File: config.mk
export PLATFORM = sky130hd
export DESIGN_NAME = packet_tx_scheduler_flat
export DESIGN_NICKNAME = d
export VERILOG_FILES = /design/src/rtl/packet_tx_scheduler_if.sv /design/src/rtl/packet_tx_scheduler.sv /design/src/flat_wrapper.sv
export SDC_FILE = /design/constraint.sdc
export NUM_CORES = 1
export LEC_CHECK = 0
export CAP_MARGIN = 20
export CORE_AREA = 4 4 228 230
export CTS_BUF_LIST = sky130_fd_sc_hd__clkbuf_2 sky130_fd_sc_hd__clkbuf_4 sky130_fd_sc_hd__clkbuf_8
export CTS_CLUSTER_DIAMETER = 50
export DETAILED_ROUTE_END_ITERATION = 8
export DIE_AREA = 0 0 232 234
export GPL_ROUTABILITY_DRIVEN = 0
export SLEW_MARGIN = 20
export SYNTH_ARGS = -nofsm -noshare
export SYNTH_HDL_FRONTEND = slang
export SYNTH_SLANG_ARGS = --single-unit
export TNS_END_PERCENT = 50
File: constraint.sdc
create_clock -name clock -period 4.7 [get_ports clock]
set_input_delay 0.94 -clock clock [delete_from_list [all_inputs] [get_ports clock]]
set_output_delay 0.94 -clock clock [all_outputs]
set_load 0.02 [all_outputs]
File: src/rtl/packet_tx_scheduler_if.sv
// Handshake and serializer-side signals of packet_tx_scheduler.
// slave = scheduler side, master = requesters / serializer / modulator side.
interface packet_tx_scheduler_if #(
  parameter int PACKET_SIZE = 192
);
  logic                   req0;
  logic [PACKET_SIZE-1:0] pkt0;
  logic                   ack0;
  logic                   req1;
  logic [PACKET_SIZE-1:0] pkt1;
  logic                   ack1;
  logic [PACKET_SIZE-1:0] ser_packet;
  logic                   ser_clear;
  logic                   ser_next;
  logic                   mod_enable;
  logic                   busy;
  logic                   done;
  logic                   last_grant;

  modport slave (
    input  req0, pkt0, req1, pkt1, ser_next,
    output ack0, ack1, ser_packet, ser_clear, mod_enable, busy, done, last_grant
  );

  modport master (
    output req0, pkt0, req1, pkt1, ser_next,
    input  ack0, ack1, ser_packet, ser_clear, mod_enable, busy, done, last_grant
  );
endinterface

File: src/rtl/packet_tx_scheduler.sv
// Two-requester packet scheduler feeding a serializer/modulator: IDLE -> LOAD -> SEND -> GAP.
// Define ROUND_ROBIN_EN for round-robin arbitration; default is fixed priority to requester 0.
module packet_tx_scheduler #(
  parameter int PACKET_SIZE = 192,
  parameter int GAP_CYCLES  = 16
) (
  input  logic                 clock,
  input  logic                 reset,
  packet_tx_scheduler_if.slave bus
);

  localparam int CW = $clog2(PACKET_SIZE + 1);
  localparam int GW = (GAP_CYCLES > 0) ? $clog2(GAP_CYCLES + 1) : 1;
  localparam int GAP_LAST_I = (GAP_CYCLES > 0) ? GAP_CYCLES - 1 : 0;
  localparam logic [CW-1:0] CNT_LAST = CW'(PACKET_SIZE - 1);
  localparam logic [GW-1:0] GAP_LAST = GW'(GAP_LAST_I);

  typedef enum logic [1:0] {IDLE, LOAD, SEND, GAP} state_e;

  state_e                 state_q, state_d;
  logic [CW-1:0]          cnt_q, cnt_d;
  logic [GW-1:0]          gap_q, gap_d;
  logic [PACKET_SIZE-1:0] ser_packet_q, ser_packet_d;
  logic                   last_grant_q, last_grant_d;
  logic                   ack0_q, ack0_d;
  logic                   ack1_q, ack1_d;
  logic                   ser_clear_q, ser_clear_d;
  logic                   mod_enable_q, mod_enable_d;
  logic                   busy_q, busy_d;
  logic                   done_q, done_d;
  logic                   pick1;

`ifdef ROUND_ROBIN_EN
  // On contention, the requester that did not win last time goes next.
  assign pick1 = bus.req1 & (~bus.req0 | ~last_grant_q);
`else
  assign pick1 = bus.req1 & ~bus.req0;
`endif

  // NOTE: every variable gets a default before the case so no path leaves one unassigned (no latches).
  always_comb begin
    state_d      = state_q;
    cnt_d        = cnt_q;
    gap_d        = gap_q;
    ser_packet_d = ser_packet_q;
    last_grant_d = last_grant_q;
    ack0_d       = 1'b0;
    ack1_d       = 1'b0;
    ser_clear_d  = 1'b0;
    done_d       = 1'b0;

    unique case (state_q)
      IDLE: begin
        if (bus.req0 || bus.req1) begin
          state_d      = LOAD;
          last_grant_d = pick1;
          ser_packet_d = pick1 ? bus.pkt1 : bus.pkt0;
          ack0_d       = ~pick1;
          ack1_d       = pick1;
          ser_clear_d  = 1'b1;
        end
      end
      LOAD: begin
        state_d = SEND;
        cnt_d   = '0;
      end
      SEND: begin
        if (bus.ser_next) begin
          cnt_d = cnt_q + CW'(1);
          if (cnt_q == CNT_LAST) begin
            done_d  = 1'b1;
            gap_d   = '0;
            state_d = (GAP_CYCLES == 0) ? IDLE : GAP;
          end
        end
      end
      GAP: begin
        gap_d = gap_q + GW'(1);
        if (gap_q == GAP_LAST) state_d = IDLE;
      end
      default: state_d = IDLE;
    endcase

    // Outputs are registered copies of what the next state implies (Moore).
    mod_enable_d = (state_d == SEND);
    busy_d       = (state_d != IDLE);
  end

  // NOTE: state registers use non-blocking assignments so all flops update together at the edge.
  always_ff @(posedge clock) begin
    if (reset) begin
      state_q      <= IDLE;
      cnt_q        <= '0;
      gap_q        <= '0;
      // NOTE: the wide packet register is reset too, so ser_packet reads zero after reset.
      ser_packet_q <= '0;
      last_grant_q <= 1'b1;
      ack0_q       <= 1'b0;
      ack1_q       <= 1'b0;
      ser_clear_q  <= 1'b0;
      mod_enable_q <= 1'b0;
      busy_q       <= 1'b0;
      done_q       <= 1'b0;
    end else begin
      state_q      <= state_d;
      cnt_q        <= cnt_d;
      gap_q        <= gap_d;
      ser_packet_q <= ser_packet_d;
      last_grant_q <= last_grant_d;
      ack0_q       <= ack0_d;
      ack1_q       <= ack1_d;
      ser_clear_q  <= ser_clear_d;
      mod_enable_q <= mod_enable_d;
      busy_q       <= busy_d;
      done_q       <= done_d;
    end
  end

  assign bus.ack0       = ack0_q;
  assign bus.ack1       = ack1_q;
  assign bus.ser_packet = ser_packet_q;
  assign bus.ser_clear  = ser_clear_q;
  assign bus.mod_enable = mod_enable_q;
  assign bus.busy       = busy_q;
  assign bus.done       = done_q;
  assign bus.last_grant = last_grant_q;

endmodule

File: src/flat_wrapper.sv
// flat-port wrapper written by rule: the top's interface ports become plain ports
module packet_tx_scheduler_flat 
#(
  parameter int PACKET_SIZE = 192,
  parameter int GAP_CYCLES  = 16
)
  (clock, reset, bus_req0, bus_pkt0, bus_req1, bus_pkt1, bus_ser_next, bus_ack0, bus_ack1, bus_ser_packet, bus_ser_clear, bus_mod_enable, bus_busy, bus_done, bus_last_grant);
  packet_tx_scheduler_if #(.PACKET_SIZE(PACKET_SIZE)) bus_i ();
  input  logic clock;
  input  logic reset;
  input wire logic [$bits(bus_i.req0)-1:0] bus_req0;
  input wire logic [$bits(bus_i.pkt0)-1:0] bus_pkt0;
  input wire logic [$bits(bus_i.req1)-1:0] bus_req1;
  input wire logic [$bits(bus_i.pkt1)-1:0] bus_pkt1;
  input wire logic [$bits(bus_i.ser_next)-1:0] bus_ser_next;
  output wire logic [$bits(bus_i.ack0)-1:0] bus_ack0;
  output wire logic [$bits(bus_i.ack1)-1:0] bus_ack1;
  output wire logic [$bits(bus_i.ser_packet)-1:0] bus_ser_packet;
  output wire logic [$bits(bus_i.ser_clear)-1:0] bus_ser_clear;
  output wire logic [$bits(bus_i.mod_enable)-1:0] bus_mod_enable;
  output wire logic [$bits(bus_i.busy)-1:0] bus_busy;
  output wire logic [$bits(bus_i.done)-1:0] bus_done;
  output wire logic [$bits(bus_i.last_grant)-1:0] bus_last_grant;
  assign bus_i.req0 = bus_req0;
  assign bus_i.pkt0 = bus_pkt0;
  assign bus_i.req1 = bus_req1;
  assign bus_i.pkt1 = bus_pkt1;
  assign bus_i.ser_next = bus_ser_next;
  assign bus_ack0 = bus_i.ack0;
  assign bus_ack1 = bus_i.ack1;
  assign bus_ser_packet = bus_i.ser_packet;
  assign bus_ser_clear = bus_i.ser_clear;
  assign bus_mod_enable = bus_i.mod_enable;
  assign bus_busy = bus_i.busy;
  assign bus_done = bus_i.done;
  assign bus_last_grant = bus_i.last_grant;
  packet_tx_scheduler #(.PACKET_SIZE(PACKET_SIZE), .GAP_CYCLES(GAP_CYCLES)) u_core (.clock(clock), .reset(reset), .bus(bus_i));
endmodule
# After elaboration in Yosys (flattened, before gate mapping)
# Cells that the tools add are included.
# word_totals
output_inout_bits	199
in_bits	389
reg_bits	214
elab_cells	52
# classes
reduce_logical	11
bitwise_logic	7
n_mux	13
n_eq_ne	8
addsub	2
# op_table
op	count
$mux W192	1
$pmux W8 S2	1
$mux W5	2
$pmux W5 S2	1
$add A8 B1 Y8 const B	1
$eq A8 B8 Y1 const B	1
$mux W2	4
$mux W8	1
$pmux W2 S4	1
$eq A2 B2 Y1 const B	3
$not A1 Y1	6
$reduce_bool A2 Y1	3
$reduce_or A3 Y1	2
$add A5 B1 Y5 const B	1
$eq A5 B4 Y1 const B	1
$reduce_and A2 Y1	2
$reduce_and A3 Y1	1
$eq A2 B1 Y1 const B	1
$logic_not A2 Y1	1
$mux W1	2
$ne A2 B1 Y1 const B	1
$ne A2 B2 Y1 const B	1
$reduce_or A2 Y1	1
$and A1 B1 Y1	1
$logic_or A1 B1 Y1	1

# Logic depth before layout (Yosys ltp)
# logic_depth
word_depth	5
depth_mapped	7
depth_no_buf	6

# Worst setup path after synthesis
# Ideal clock, no wire load.
# synth_timing
path_kind	input-to-reg
start	input port reset
end	register u_core.ser_packet_q[0] (netlist: u_core.bus.ser_packet[0])
path_stages	7
setup_time_ps	122
setup_slack_ps	2537
arrival_ps	2042
cell_sequence	buf_2 > inv_2 > and4b_1 > buf_2 > buf_6 > buf_6 > a221o_1
# synth_lines
element	line_no	text
start, declared	flat_wrapper.sv:10	input logic reset;
end signal, assigned	packet_tx_scheduler.sv:108	ser_packet_q <= ser_packet_d;
end, declared	packet_tx_scheduler.sv:23	logic [PACKET_SIZE-1:0] ser_packet_q, ser_packet_d;

==> impl_metrics.tcl <==
set metrics [dict create \
    outcome "completed" \
    critPathCaptureType "flip-flop" \
    yosys.area.top_type "dfxtp_1" \
    period_needed_ns 2.722 \
    gr-total-overflow 0 \
    synth.distinct_cells 42 \
    power_density_mw_per_mm2 345.9 \
    synth_area_per_cell_um2 11.18 \
    worstSetupPathType "input port to flip-flop" \
    synth_xor_area_share_pct 0 \
    synthSimpleGateAreaFrac_pct 17.69 \
    cts_buffers 43 \
    crit_family "buffers and inverters" \
    cts_setup_buffers 0 \
    crit_required_ns 5.14 \
    grt_max_degree 103 \
    cp_slowest_cell "clkdlybuf4s50_1" \
    yosysWarnings 0 \
    antenna_found_initial 0 \
    synth_top_area_share_pct 50.90 \
    num_rows 82 \
    route.met3.wl_mm 3.975 \
    drt_iter0_markers 305 \
    wl_met2_mm 16.83 \
    num_vias 8467 \
    worst_pin_slew_ns 0.8210 \
    worst_skew_pair.late_latency_ns 0.58 \
    h-tree-depth 2 \
    hp-class "flip-flop to flip-flop" \
    ctsResizeCount 0 \
    synth_area_leaders "dfxtp_1 (51%), a221o_1 (23%), and2_1 (14%)" \
    fin_nets 1713 \
    start_util_pct 16.88 \
    cp_cell_sequence "clkdlybuf4s50_1, inv_2, and4b_4, buf_12, a221o_1" \
    pin_count 588 \
    grt_pass1_wl_mm 50.61 \
    highest_layer "met4" \
    final.setup.tns_ns 0 \
    p_leak_nw 5.911 \
    finalNonFillerCells 2024 \
    drcViolationCount 0 \
    m1WireLength_mm 13.21 \
    final_common_cell "clkdlybuf4s50_1" \
    arrival_ns 3.16 \
    syn_area_mm2 0.008417 \
    dpl.cell_count 1948 \
    ys_seq_area_share_pct 50.90 \
    viasPerCell 4.183 \
    clk_pin_slew_ns 0.05 \
    synth.mux.area_fraction_pct 0.2527 \
    skew_ns 0.01763 \
    synthAdderAreaFrac_pct 0.4460 \
    max-vdd-ir-drop_uv 148.1 \
    slowest_delay_ns 1.00 \
    die_area_mm2 0.05429 \
    setup_ws_ns 1.978 \
    portBuffers 587 \
    dpl.hpwl_mm 25.64 \
    synth-seq-cells 214 \
    postCtsHoldBufs 0 \
    clock_sinks 214 \
    finalInstanceArea_mm2 0.01574 \
    synth_top_family_by_area "compound AO/OA/AOI/OAI gates" \
    grt_use_total_pct 11.78 \
    cts_buffer_depth 3 \
    max_freq_mhz 367.4 \
    drv_slew 0 \
    placed_cell_area_mm2 0.01483 \
    die_width_um 232 \
    drv_cap 0 \
    layout_common_cells "clkdlybuf4s50_1 (587), dfxtp_1 (214), and2_1 (192), a221o_1 (192), clkbuf_8 (55)" \
    grt_pass1_vias 8742 \
    wl_mm 35.04 \
    first_pass_iters 4 \
    synth_compound_area_share_pct 25.32 \
    drive_gt1_share_pct 6.731 \
    synthCells 753 \
    dp_slack_ns 1.491 \
    wl_per_cell_um 17.31 \
    root_buffer "clkbuf_8" \
    antenna-diode-count 0 \
    crit_path_max_fanout 96 \
    drtAntennaViolNets 0 \
    syn_nets 1145 \
    period_share_pct 57.92 \
    setup_viol 0 \
    relSlewSlack_pct 45.09 \
    area_growth_pct 87.04 \
    core_mm2 0.04986 \
    hold_viol 0 \
    tritoncts "done" \
    die_y_um 234 \
    path_buf_inv 3 \
    rsz0062_at_grt "no" \
    startpoint_type "input port" \
]
flip-flops by register name, indices dropped and copies added, names as in the netlist, 2 cells and up:
signal	cells
u_core.bus.ser_packet	192
u_core.state_q	2
u_core.gap_q	5
u_core.cnt_q	8
layer usage:
layer  up-vias  global-route usage (%)
li1       4050                       -
met5         -                       0
met1      3916                   13.09
met2       442                   19.99
met4         0                   4.371
met3        59                   5.211
stage by stage:
step | hold WS (ns) | util (%) | total power (W)
2_1_floorplan | 0.4672 | - | 0.002693
3_3_place_gp | 0.4326 | 29.75 | 0.003483
3_5_place_dp | 0.4463 | 29.75 | 0.003490
4_1_cts | 0.4575 | 31.57 | 0.005567
5_1_grt | 0.4865 | 31.57 | 0.005722
6_report | 0.4520 | 31.57 | 0.005446
area by class of cell:
type,count,area (µm²)
Sequential cell,214,4284
Multi-Input combinational cell,464,3694
Fill cell,5092,34120
Timing Repair Buffer,593,5996
Inverter,5,18.77
Clock buffer,68,854.6
Clock inverter,8,55.05
Tap cell,672,840.8
logic make-up after synthesis:
group,count (synthesis)
AOI/OAI and AO/OA,223
adders and majority gates,3
buffers and inverters,75
DFF,214
muxes,2
and+or+nand+nor,236
path summary, 6_finish.rpt:
check                                                        start                                endpoint  slack [ns]  cells past startpoint
worst max register to register        u_core.state_q[1]$_SDFF_PP0_  u_core.bus.ser_packet[96]$_SDFFE_PP0P_        2.62                      4
worst max-delay path                                         reset  u_core.bus.ser_packet[96]$_SDFFE_PP0P_        1.98                      5
worst min register to register  u_core.bus.last_grant$_SDFFE_PP1P_      u_core.bus.last_grant$_SDFFE_PP1P_        0.45                      2
worst min-delay path            u_core.bus.last_grant$_SDFFE_PP1P_      u_core.bus.last_grant$_SDFFE_PP1P_        0.45                      2
worst reg2reg max path, stage by stage, from the launching register on:
cell and delay, ns:
dfxtp_1 0.79, nor2_2 0.19, and4b_4 0.27, buf_12 0.18, a221o_1 0.52
where the power goes:
group	leakage (nW)	switching [W]	internal, W
clock network	0.476	0.000844	0.00115
registers	1.76	0.000115	0.00200
logic	3.68	0.000567	0.000760
Yosys cell counts:
master / number
nand3b_2: 1
nand4_1: 1
nor2_2: 1
clkbuf_1: 27
a221o_1: 192
buf_6: 19
nand4b_1: 2
mux2_2: 1
nor4_1: 2
nor4b_4: 1
o21ai_0: 5
ha_1: 3
inv_1: 4
o221a_2: 1
dfxtp_1: 214
buf_2: 24
a31oi_1: 3
inv_2: 1
nand3_1: 7
or3_1: 1
mux2i_1: 1
a21oi_1: 9
or4_1: 1
nor4bb_1: 1
o2111ai_1: 3
o311ai_0: 2
o211ai_1: 1
and4b_1: 1
nand2_1: 5
o41ai_1: 2
nand2b_1: 3
and2_1: 192
and3_1: 3
nor2b_1: 3
or2_2: 1
a211oi_1: 2
a21o_1: 1
nor3_1: 1
nor2_1: 4
a311oi_1: 2
and3b_1: 2
nand3b_1: 3
No activity file was read; power rests on OpenSTA's default activity.
